===== src/rtl/design_18_pkg.sv =====
// Shared types and defaults for the design_18 request scheduler.
// Latency: n/a (declarations only).
// Backpressure: n/a.
package design_18_pkg;

    localparam int W_DEF   = 16;
    localparam int N_DEF   = 4;
    localparam int TMO_DEF = 15;

    // Wait counter is sized for the largest legal timeout (255).
    localparam int CNT_W   = 8;

    typedef enum logic [1:0] {
        S_IDLE  = 2'd0,
        S_ISSUE = 2'd1,
        S_WAIT  = 2'd2
    } state_t;

    // Next index after idx, wrapping at n.
    function automatic int wrap_inc(input int idx, input int n);
        return (idx + 1 >= n) ? 0 : idx + 1;
    endfunction

endpackage


===== src/rtl/design_18_rr_pick.sv =====
// Round-robin pick: first set request bit at or after ptr, wrapping modulo N.
// Latency: combinational.
// Backpressure: none; any=0 when no request is pending.
module design_18_rr_pick
    import design_18_pkg::*;
#(
    parameter int N  = N_DEF,
    parameter int PW = (N > 1) ? $clog2(N) : 1
) (
    input  logic [N-1:0]  req,
    input  logic [PW-1:0] ptr,
    output logic [PW-1:0] winner,
    output logic          any
);

    // Scan offsets from far to near so the nearest set bit to ptr wins.
    always_comb begin
        winner = '0;
        any    = 1'b0;
        for (int i = N - 1; i >= 0; i--) begin
            if (req[(int'(ptr) + i) % N]) begin
                winner = PW'((int'(ptr) + i) % N);
                any    = 1'b1;
            end
        end
    end

endmodule


===== src/rtl/design_18_sched.sv =====
// Arbitrates N requesters onto one shared datapath and returns its result.
// Latency: gnt/dp_start 1 cycle after req sampled in IDLE; rsp 1 cycle after dp_valid.
// Backpressure: one op in flight; requests wait in IDLE, timeout after TMO WAIT cycles.
module design_18_sched
    import design_18_pkg::*;
#(
    parameter int W   = W_DEF,
    parameter int N   = N_DEF,
    parameter int TMO = TMO_DEF
) (
    input  logic           clk,
    input  logic           rst_n,
    input  logic [N-1:0]   req,
    input  logic [N*W-1:0] req_a,
    input  logic [N*W-1:0] req_b,
    output logic [N-1:0]   gnt,
    output logic           dp_start,
    output logic [W-1:0]   dp_a,
    output logic [W-1:0]   dp_b,
    input  logic           dp_valid,
    input  logic [W-1:0]   dp_y,
    output logic [N-1:0]   rsp_valid,
    output logic [W-1:0]   rsp_y,
    output logic           busy,
    output logic           tmo_err
);

    localparam int               PW    = (N > 1) ? $clog2(N) : 1;
    localparam logic [CNT_W-1:0] TMO_C = CNT_W'(TMO);
    localparam logic [N-1:0]     ONE_N = N'(1);

    state_t           state;
    logic [PW-1:0]    ptr;
    logic [PW-1:0]    owner;
    logic [CNT_W-1:0] cnt;
    logic [PW-1:0]    win_idx;
    logic             win_any;

    design_18_rr_pick #(
        .N  (N),
        .PW (PW)
    ) u_pick (
        .req    (req),
        .ptr    (ptr),
        .winner (win_idx),
        .any    (win_any)
    );

    // Busy is a pure decode of the state register.
    assign busy = (state != S_IDLE);

    // Scheduler FSM; all pulse outputs default low so each lasts one cycle.
    always_ff @(posedge clk or negedge rst_n) begin
        if (!rst_n) begin
            state     <= S_IDLE;
            ptr       <= '0;
            owner     <= '0;
            cnt       <= '0;
            dp_a      <= '0;
            dp_b      <= '0;
            rsp_y     <= '0;
            gnt       <= '0;
            dp_start  <= 1'b0;
            rsp_valid <= '0;
            tmo_err   <= 1'b0;
        end else begin
            gnt       <= '0;
            dp_start  <= 1'b0;
            rsp_valid <= '0;
            tmo_err   <= 1'b0;
            case (state)
                S_IDLE: begin
                    if (win_any) begin
                        dp_a     <= req_a[win_idx*W +: W];
                        dp_b     <= req_b[win_idx*W +: W];
                        owner    <= win_idx;
                        ptr      <= PW'(wrap_inc(int'(win_idx), N));
                        gnt      <= ONE_N << win_idx;
                        dp_start <= 1'b1;
                        state    <= S_ISSUE;
                    end
                end
                S_ISSUE: begin
                    cnt   <= '0;
                    state <= S_WAIT;
                end
                S_WAIT: begin
                    if (dp_valid) begin
                        rsp_y     <= dp_y;
                        rsp_valid <= ONE_N << owner;
                        state     <= S_IDLE;
                    end else begin
                        cnt <= cnt + CNT_W'(1);
                        // Give up once the datapath has had TMO WAIT cycles.
                        if (cnt + CNT_W'(1) == TMO_C) begin
                            tmo_err <= 1'b1;
                            state   <= S_IDLE;
                        end
                    end
                end
                default: state <= S_IDLE;
            endcase
        end
    end

endmodule


===== config.mk =====
export PLATFORM = sky130hd
export DESIGN_NAME = design_18_sched
export DESIGN_NICKNAME = d
export VERILOG_FILES = /design/src/rtl/design_18_pkg.sv /design/src/rtl/design_18_rr_pick.sv /design/src/rtl/design_18_sched.sv
export SDC_FILE = /design/constraint.sdc
export NUM_CORES = 1
export LEC_CHECK = 0
export CORE_AREA = 4 4 104 106
export CTS_BUF_LIST = sky130_fd_sc_hd__clkbuf_8
export CTS_CLUSTER_DIAMETER = 40
export CTS_CLUSTER_SIZE = 12
export DETAILED_ROUTE_END_ITERATION = 6
export DIE_AREA = 0 0 108 110
export GPL_TIMING_DRIVEN = 0
export PLACE_DENSITY = 0.82
export SKIP_LAST_GASP = 1
export SLEW_MARGIN = 10
export SYNTH_ARGS = -nofsm -noshare
export SYNTH_HDL_FRONTEND = slang
export SYNTH_HIERARCHICAL = 1
export SYNTH_SLANG_ARGS = --single-unit

===== constraint.sdc =====
create_clock -name clk -period 2.3 [get_ports clk]
set_clock_uncertainty 0.05 [all_clocks]
set_input_delay 0.46 -clock clk [delete_from_list [all_inputs] [get_ports clk]]
set_output_delay 0.46 -clock clk [all_outputs]
set_load 0.01 [all_outputs]

Yosys cells after proc, flatten, opt, wreduce, memory -nomap -nowiden
Cells that the tools add are included.
{"block": "totals", "out_inout_bits": 59, "wordCells": 79, "ff_bits": 72, "input_bits": 151}
{"block": "op_classes", "shifts": 4, "n_eq_ne": 6, "reduce_logical": 10, "n_bitwise": 3, "add_sub_neg": 5, "magnitude_cmp": 5, "n_mux": 35}
{"op": "64-bit by 7-bit variable part select with 16-bit output", "n": 2}
{"op": "1-bit two-way mux", "n": 16}
{"op": "2-bit two-way mux", "n": 8}
{"op": "4-bit two-way mux", "n": 4}
{"op": "8-bit one-hot mux with 2 select lines", "n": 1}
{"op": "3-bit by 4-bit less-than comparator with 1-bit output, second input constant", "n": 3}
{"op": "8-bit by 1-bit adder with 8-bit output, second input constant", "n": 1}
{"op": "1-bit binary-select mux with 2-bit select", "n": 4}
{"op": "8-bit by 4-bit equality test with 1-bit output, second input constant", "n": 1}
{"op": "8-bit two-way mux", "n": 1}
{"op": "2-bit AND reduction", "n": 4}
{"op": "1-bit by 2-bit << shifter with 4-bit output, first input constant", "n": 2}
{"op": "2-bit one-hot mux with 3 select lines", "n": 1}
{"op": "2-bit OR reduction", "n": 3}
{"op": "2-bit adder, second input constant", "n": 2}
{"op": "2-bit nonzero test", "n": 2}
{"op": "2-bit by 1-bit adder with 3-bit output, second input constant", "n": 1}
{"op": "1-bit AND, first input constant", "n": 3}
{"op": "3-bit >= comparator, second input constant", "n": 1}
{"op": "2-bit by 3-bit less-than comparator with 1-bit output, second input constant", "n": 1}
{"op": "3-bit != test, second input constant", "n": 1}
{"op": "2-bit by 1-bit adder with 2-bit output, second input constant", "n": 1}
{"op": "2-bit by 1-bit equality test with 1-bit output, second input constant", "n": 1}
{"op": "2-bit equality test, second input constant", "n": 1}
{"op": "3 further kinds", "n": 3}

Longest topological paths before layout
{"block": "depth", "ltp_word": 13, "mapped_depth": 8, "depth_no_buf": 6}

Hierarchy
Netlist, hierarchy kept.
{"mod": "design_18_sched", "n_inst": 1, "cells_each": 258, "area_each_um2": 3897.5}
{"mod": "design_18_rr_pick", "n_inst": 1, "cells_each": 13, "area_each_um2": 77.6}

Worst setup path after synthesis
OpenSTA, ideal clock, no wires.
{"block": "synth_path", "path_type": "input to register", "startpoint": "input req[1]", "endpoint": "register dp_a[6]", "setup_slack_ns": 0.162, "required_ns": 2.125, "path_buffers": 2, "path_stages": 7, "arrival_ns": 1.962, "path_cell_list": "nor3b_1 -> a211oi_1 -> nor2_1 -> buf_2 -> clkbuf_1 -> mux4_2 -> mux2_4"}
{"block": "synth_via", "elab_chain_len": 8, "word_cells_on_any_way": 21, "classes_between": "1 x shift; 19 x mux; 1 x reduce/logical"}
{"item": "start, declared", "line_no": "design_18_sched.sv:13", "rtl": "input logic [N-1:0] req,"}
{"item": "1-bit binary-select mux with 2-bit select", "line_no": "design_18_rr_pick.sv:21", "rtl": "if (req[(int'(ptr) + i) % N]) begin"}
{"item": "1-bit two-way mux (implied by the code) (2 in series)", "line_no": "design_18_rr_pick.sv:21"}
{"item": "2-bit two-way mux (3 in series)", "line_no": "design_18_rr_pick.sv:21"}
{"item": "2-bit two-way mux *", "line_no": "design_18_rr_pick.sv:21"}
{"item": "via win_idx[1]", "line_no": "design_18_sched.sv:36", "rtl": "logic [PW-1:0] win_idx;"}
{"item": "64-bit by 7-bit variable part select with 16-bit output *", "line_no": "design_18_sched.sv:74", "rtl": "dp_a <= req_a[win_idx*W +: W];"}
{"item": "end signal, assigned", "line_no": "design_18_sched.sv:74"}
{"item": "end, declared", "line_no": "design_18_sched.sv:18", "rtl": "output logic [W-1:0] dp_a,"}
The timed path passes the listed nets; every way through them passes the cells marked *. The select of a mux whose other input is x is not followed.
A chain may end at the register's enable or synchronous reset.

Final worst setup path
{"block": "layout_path", "startpoint": "register ptr[1]", "endpoint": "register dp_b[0]"}
{"block": "layout_via", "elab_chain_len": 9, "word_cells_on_any_way": 24, "classes_between": "3 x add/sub; 1 x shift; 19 x mux; 1 x reduce/logical"}
{"item": "start, declared", "line_no": "design_18_sched.sv:33", "rtl": "logic [PW-1:0] ptr;"}
{"item": "start signal, assigned", "line_no": "design_18_sched.sv:77", "rtl": "ptr <= PW'(wrap_inc(int'(win_idx), N));"}
{"item": "2-bit adder", "line_no": "design_18_rr_pick.sv:21"}
{"item": "1-bit binary-select mux with 2-bit select", "line_no": "design_18_rr_pick.sv:21"}
{"item": "1-bit two-way mux (implied by the code) (2 in series)", "line_no": "design_18_rr_pick.sv:21"}
{"item": "2-bit two-way mux (3 in series)", "line_no": "design_18_rr_pick.sv:21"}
{"item": "2-bit two-way mux *", "line_no": "design_18_rr_pick.sv:21"}
{"item": "via win_idx[0]", "line_no": "design_18_sched.sv:36"}
{"item": "64-bit by 7-bit variable part select with 16-bit output *", "line_no": "design_18_sched.sv:75", "rtl": "dp_b <= req_b[win_idx*W +: W];"}
{"item": "end signal, assigned", "line_no": "design_18_sched.sv:75"}
{"item": "end, declared", "line_no": "design_18_sched.sv:19", "rtl": "output logic [W-1:0] dp_b,"}
Marks and branches as above.

==> impl_results.md <==
* Status: finished, final reports clean
* Chip Width at 108 um
* Largest area contributor in the netlist: dfrtp_1
* Fmax at 0.445 GHz
* Reg clk slew, reported paths at 0.08 ns
* Synthesized area per cell at 14.7 um2
* Relative slew margins at 71.1%
* Drt first pass iters at 4
* Pin count of the biggest net entering global routing at 49
* Main synth FF type: dfrtp_1
* Slew @ Worst Pin at 0.433 ns
* Final Cycle Share at 97.8%
* Antenna violations before repair at 0
* YS warnings at 6
* WP data required at 2.48 ns
* First-pass GRT wire length at 17.3 mm
* Longest Clk Path Bufs at 2
* Critical path class: reg2reg
* Num CTS Buffers at 9
* Layout area overhead at 67.7%
* RSZ-0062 raised after global routing: yes
* Mapped Area at 3980 um2
* Synthesized Nets at 428
* Vias in the first global route at 3567
* Yosys cell types at 43
* Slowest cell on crit path: mux4_1
* Total die area at 11900 um2
* Fin. Hold Viols at 0
* Area of the multi-input gates at 2010 um2
* Post-DP HPWL at 9.20 mm
* I/O Pins at 210
* DR iter-0 viols at 121
* H-tree levels at 3
* Synthesized flop and latch total at 72
* Setup violations, final at 0
* Largest cells by area after synthesis: dfrtp_1 (45%), mux4_2 (15%), mux2_4 (9.1%), mux2_2 (7.9%), mux4_1 (3.3%)
* WL final at 11.5 mm
* Skew-Pair Late Insertion Delay at 0.34 ns
* Area occupied by registers at 1800 um2
* Buffers on Ports at 209
* Crit-path cells: nand2b_4, a21oi_4, a211oi_2, buf_6, buf_6, mux4_1, mux2_2
* Power density over cell area at 1130 nW/um2
* ANT cells at 0
* Via count at 3254
* Clk sink count at 72
* Vias/cell at 5.08
* Final instance area at 6670 um2
* Post-synth EDFFs at 0
* Cells after synthesis at 271
* Crit Path Max Fanout at 7
* Power after layout at 7560 uW
* Most common cell in the synthesized netlist: dfrtp_1
* CTS root buf: clkbuf_8
* FFs w/ async S/R, synth at 100%
* Routed Antenna Nets at 0
* Max Cap Viol at 0
* Setup_tns at 0 ns
* Grt total ovfl at 0
* Fin nets at 659
* Share of cells above drive strength 1 at 25.8%
* All-layer global routing usage at 18.9%
* Fillcell total at 708
* Worst Setup End Kind: flop
* Core box area at 9770 um2
* CTS tree: built
* Die H at 110 um
* Critical path arrival at 2.43 ns
* WL/cell at 18.0 um
* Sequential area share after synthesis at 45.3%
* Cell Rows at 36
* Placed Area at 6260 um2
* Peak VDD IR at 513 uV
* Hold slack at 0.454 ns
* Cells after DPL at 614
* Crit-path max cell delay at 0.54 ns
* Slew Limit Fails at 0
* Static leakage power at 0.00277 uW
* CP dominant cell by count: buf_6
* Minimum clock period at 2.25 ns
* Top-area cell type share of the netlist area at 45.3%
* Starting Density at 40.7%
* DRC at 0
* Finished Layout Cells at 640
* Worst min path class: reg2reg
* Commonest cells post-synth: dfrtp_1 (72), mux2_2 (28), mux4_2 (27)
* CP startpoint kind: flop
* Placer congestion estimate at 0.840
-- through the flow --
step                utilization (%)  setup WS [ns]
floorplan                         -          0.162
global placement               63.8          -1.71
detailed placement             64.0         -0.747
CTS                            67.1      -0.000659
global route                   68.2       -0.00664
finish                         68.2         0.0510
-- sequential cells by signal (all words and copies together) (netlist names) --
name	flops
cnt	8
dp_a	16
dp_b	16
dp_start	1
gnt	4
owner	2
ptr	2
rsp_valid	4
rsp_y	16
state	2
tmo_err	1
-- kinds of logic after synthesis --
family,count (synthesis),share of synthesized area (%)
compound gates,25,4.31
xor+xnor,2,0.441
fa+ha+maj,6,1.89
buf+inv,29,4.53
flops,72,45.3
mux,87,36.4
simple gates,50,7.15
-- what timing repair did --
item	4_1_cts	5_1_grt
endpoints found under the setup margin	35	33
hold endpoints to repair	24	0
buffers inserted	4	3
gates cloned	0	2
hold buffers	1	0
resized for setup	13	11
pin swaps	1	3
-- per-layer routing --
metal	global-route usage (%)	routed length, um	up-vias
li1	-	-	1495
met2	34.9	6140	138
met4	7.21	265	0
met5	0	0	-
met3	4.72	853	20
met1	21.1	4280	1601
-- power by group --
group	total [uW]	internal [uW]	switching [uW]	leakage, uW
Combinational	4270	2690	1570	0.00177
Clock	1130	668	465	0.000119
Sequential	2160	1820	337	0.000881
Total	7560	5190	2380	0.00277
-- path summary, 6_finish.rpt --
check | startpoint | to | slack (ns) | cells past startpoint
max reg2reg | ptr[1] | dp_b[0] | 0.05 | 7
min | rsp_y[10] | rsp_y[10] | 0.45 | 1
max in group asynchronous | rst_n | dp_b[9] | 1.13 | 3
min reg2reg | rsp_y[10] | rsp_y[10] | 0.45 | 1
max | ptr[1] | dp_b[0] | 0.05 | 7
min in group asynchronous | rst_n | cnt[2] | 0.53 | 2
-- worst max-delay path, delay by kind of cell (launching register included) --
| family | cells | cell delay (ns) |
|---|---|---|
| AOI/OAI and AO/OA | 2 | 0.32 |
| buffers and inverters | 2 | 0.36 |
| DFF | 1 | 0.42 |
| muxes | 2 | 0.82 |
| and+or+nand+nor | 1 | 0.15 |
-- layout make-up --
type,count,share of cell area [%]
multi-input cells,170,30.1
plain buffers,22,2.91
clock inverters,5,1.18
inverters,7,0.394
flip-flops and latches,72,27.1
clock buffers,11,2.27
well taps,133,2.50
repair buffers,220,33.6
-- placed cells by master, fill, tap and decap left out, drive strengths merged, types with 3 or more instances in the layout --
master	Yosys	layout
o21ai	5	5
and3	5	5
dfrtp	72	72
a21oi	5	5
a211oi	3	3
clkbuf	7	18
nand2	6	6
mux2i	3	3
nor2	9	9
nand2b	3	3
inv	7	7
nor3	9	9
o211ai	5	5
clkinv	0	3
clkdlybuf4s50	0	205
mux2	52	52
nor3b	3	3
nand3	5	5
mux4	32	32
buf	15	26
ha	6	6
Note: power is estimated with default switching activity, not from simulation.
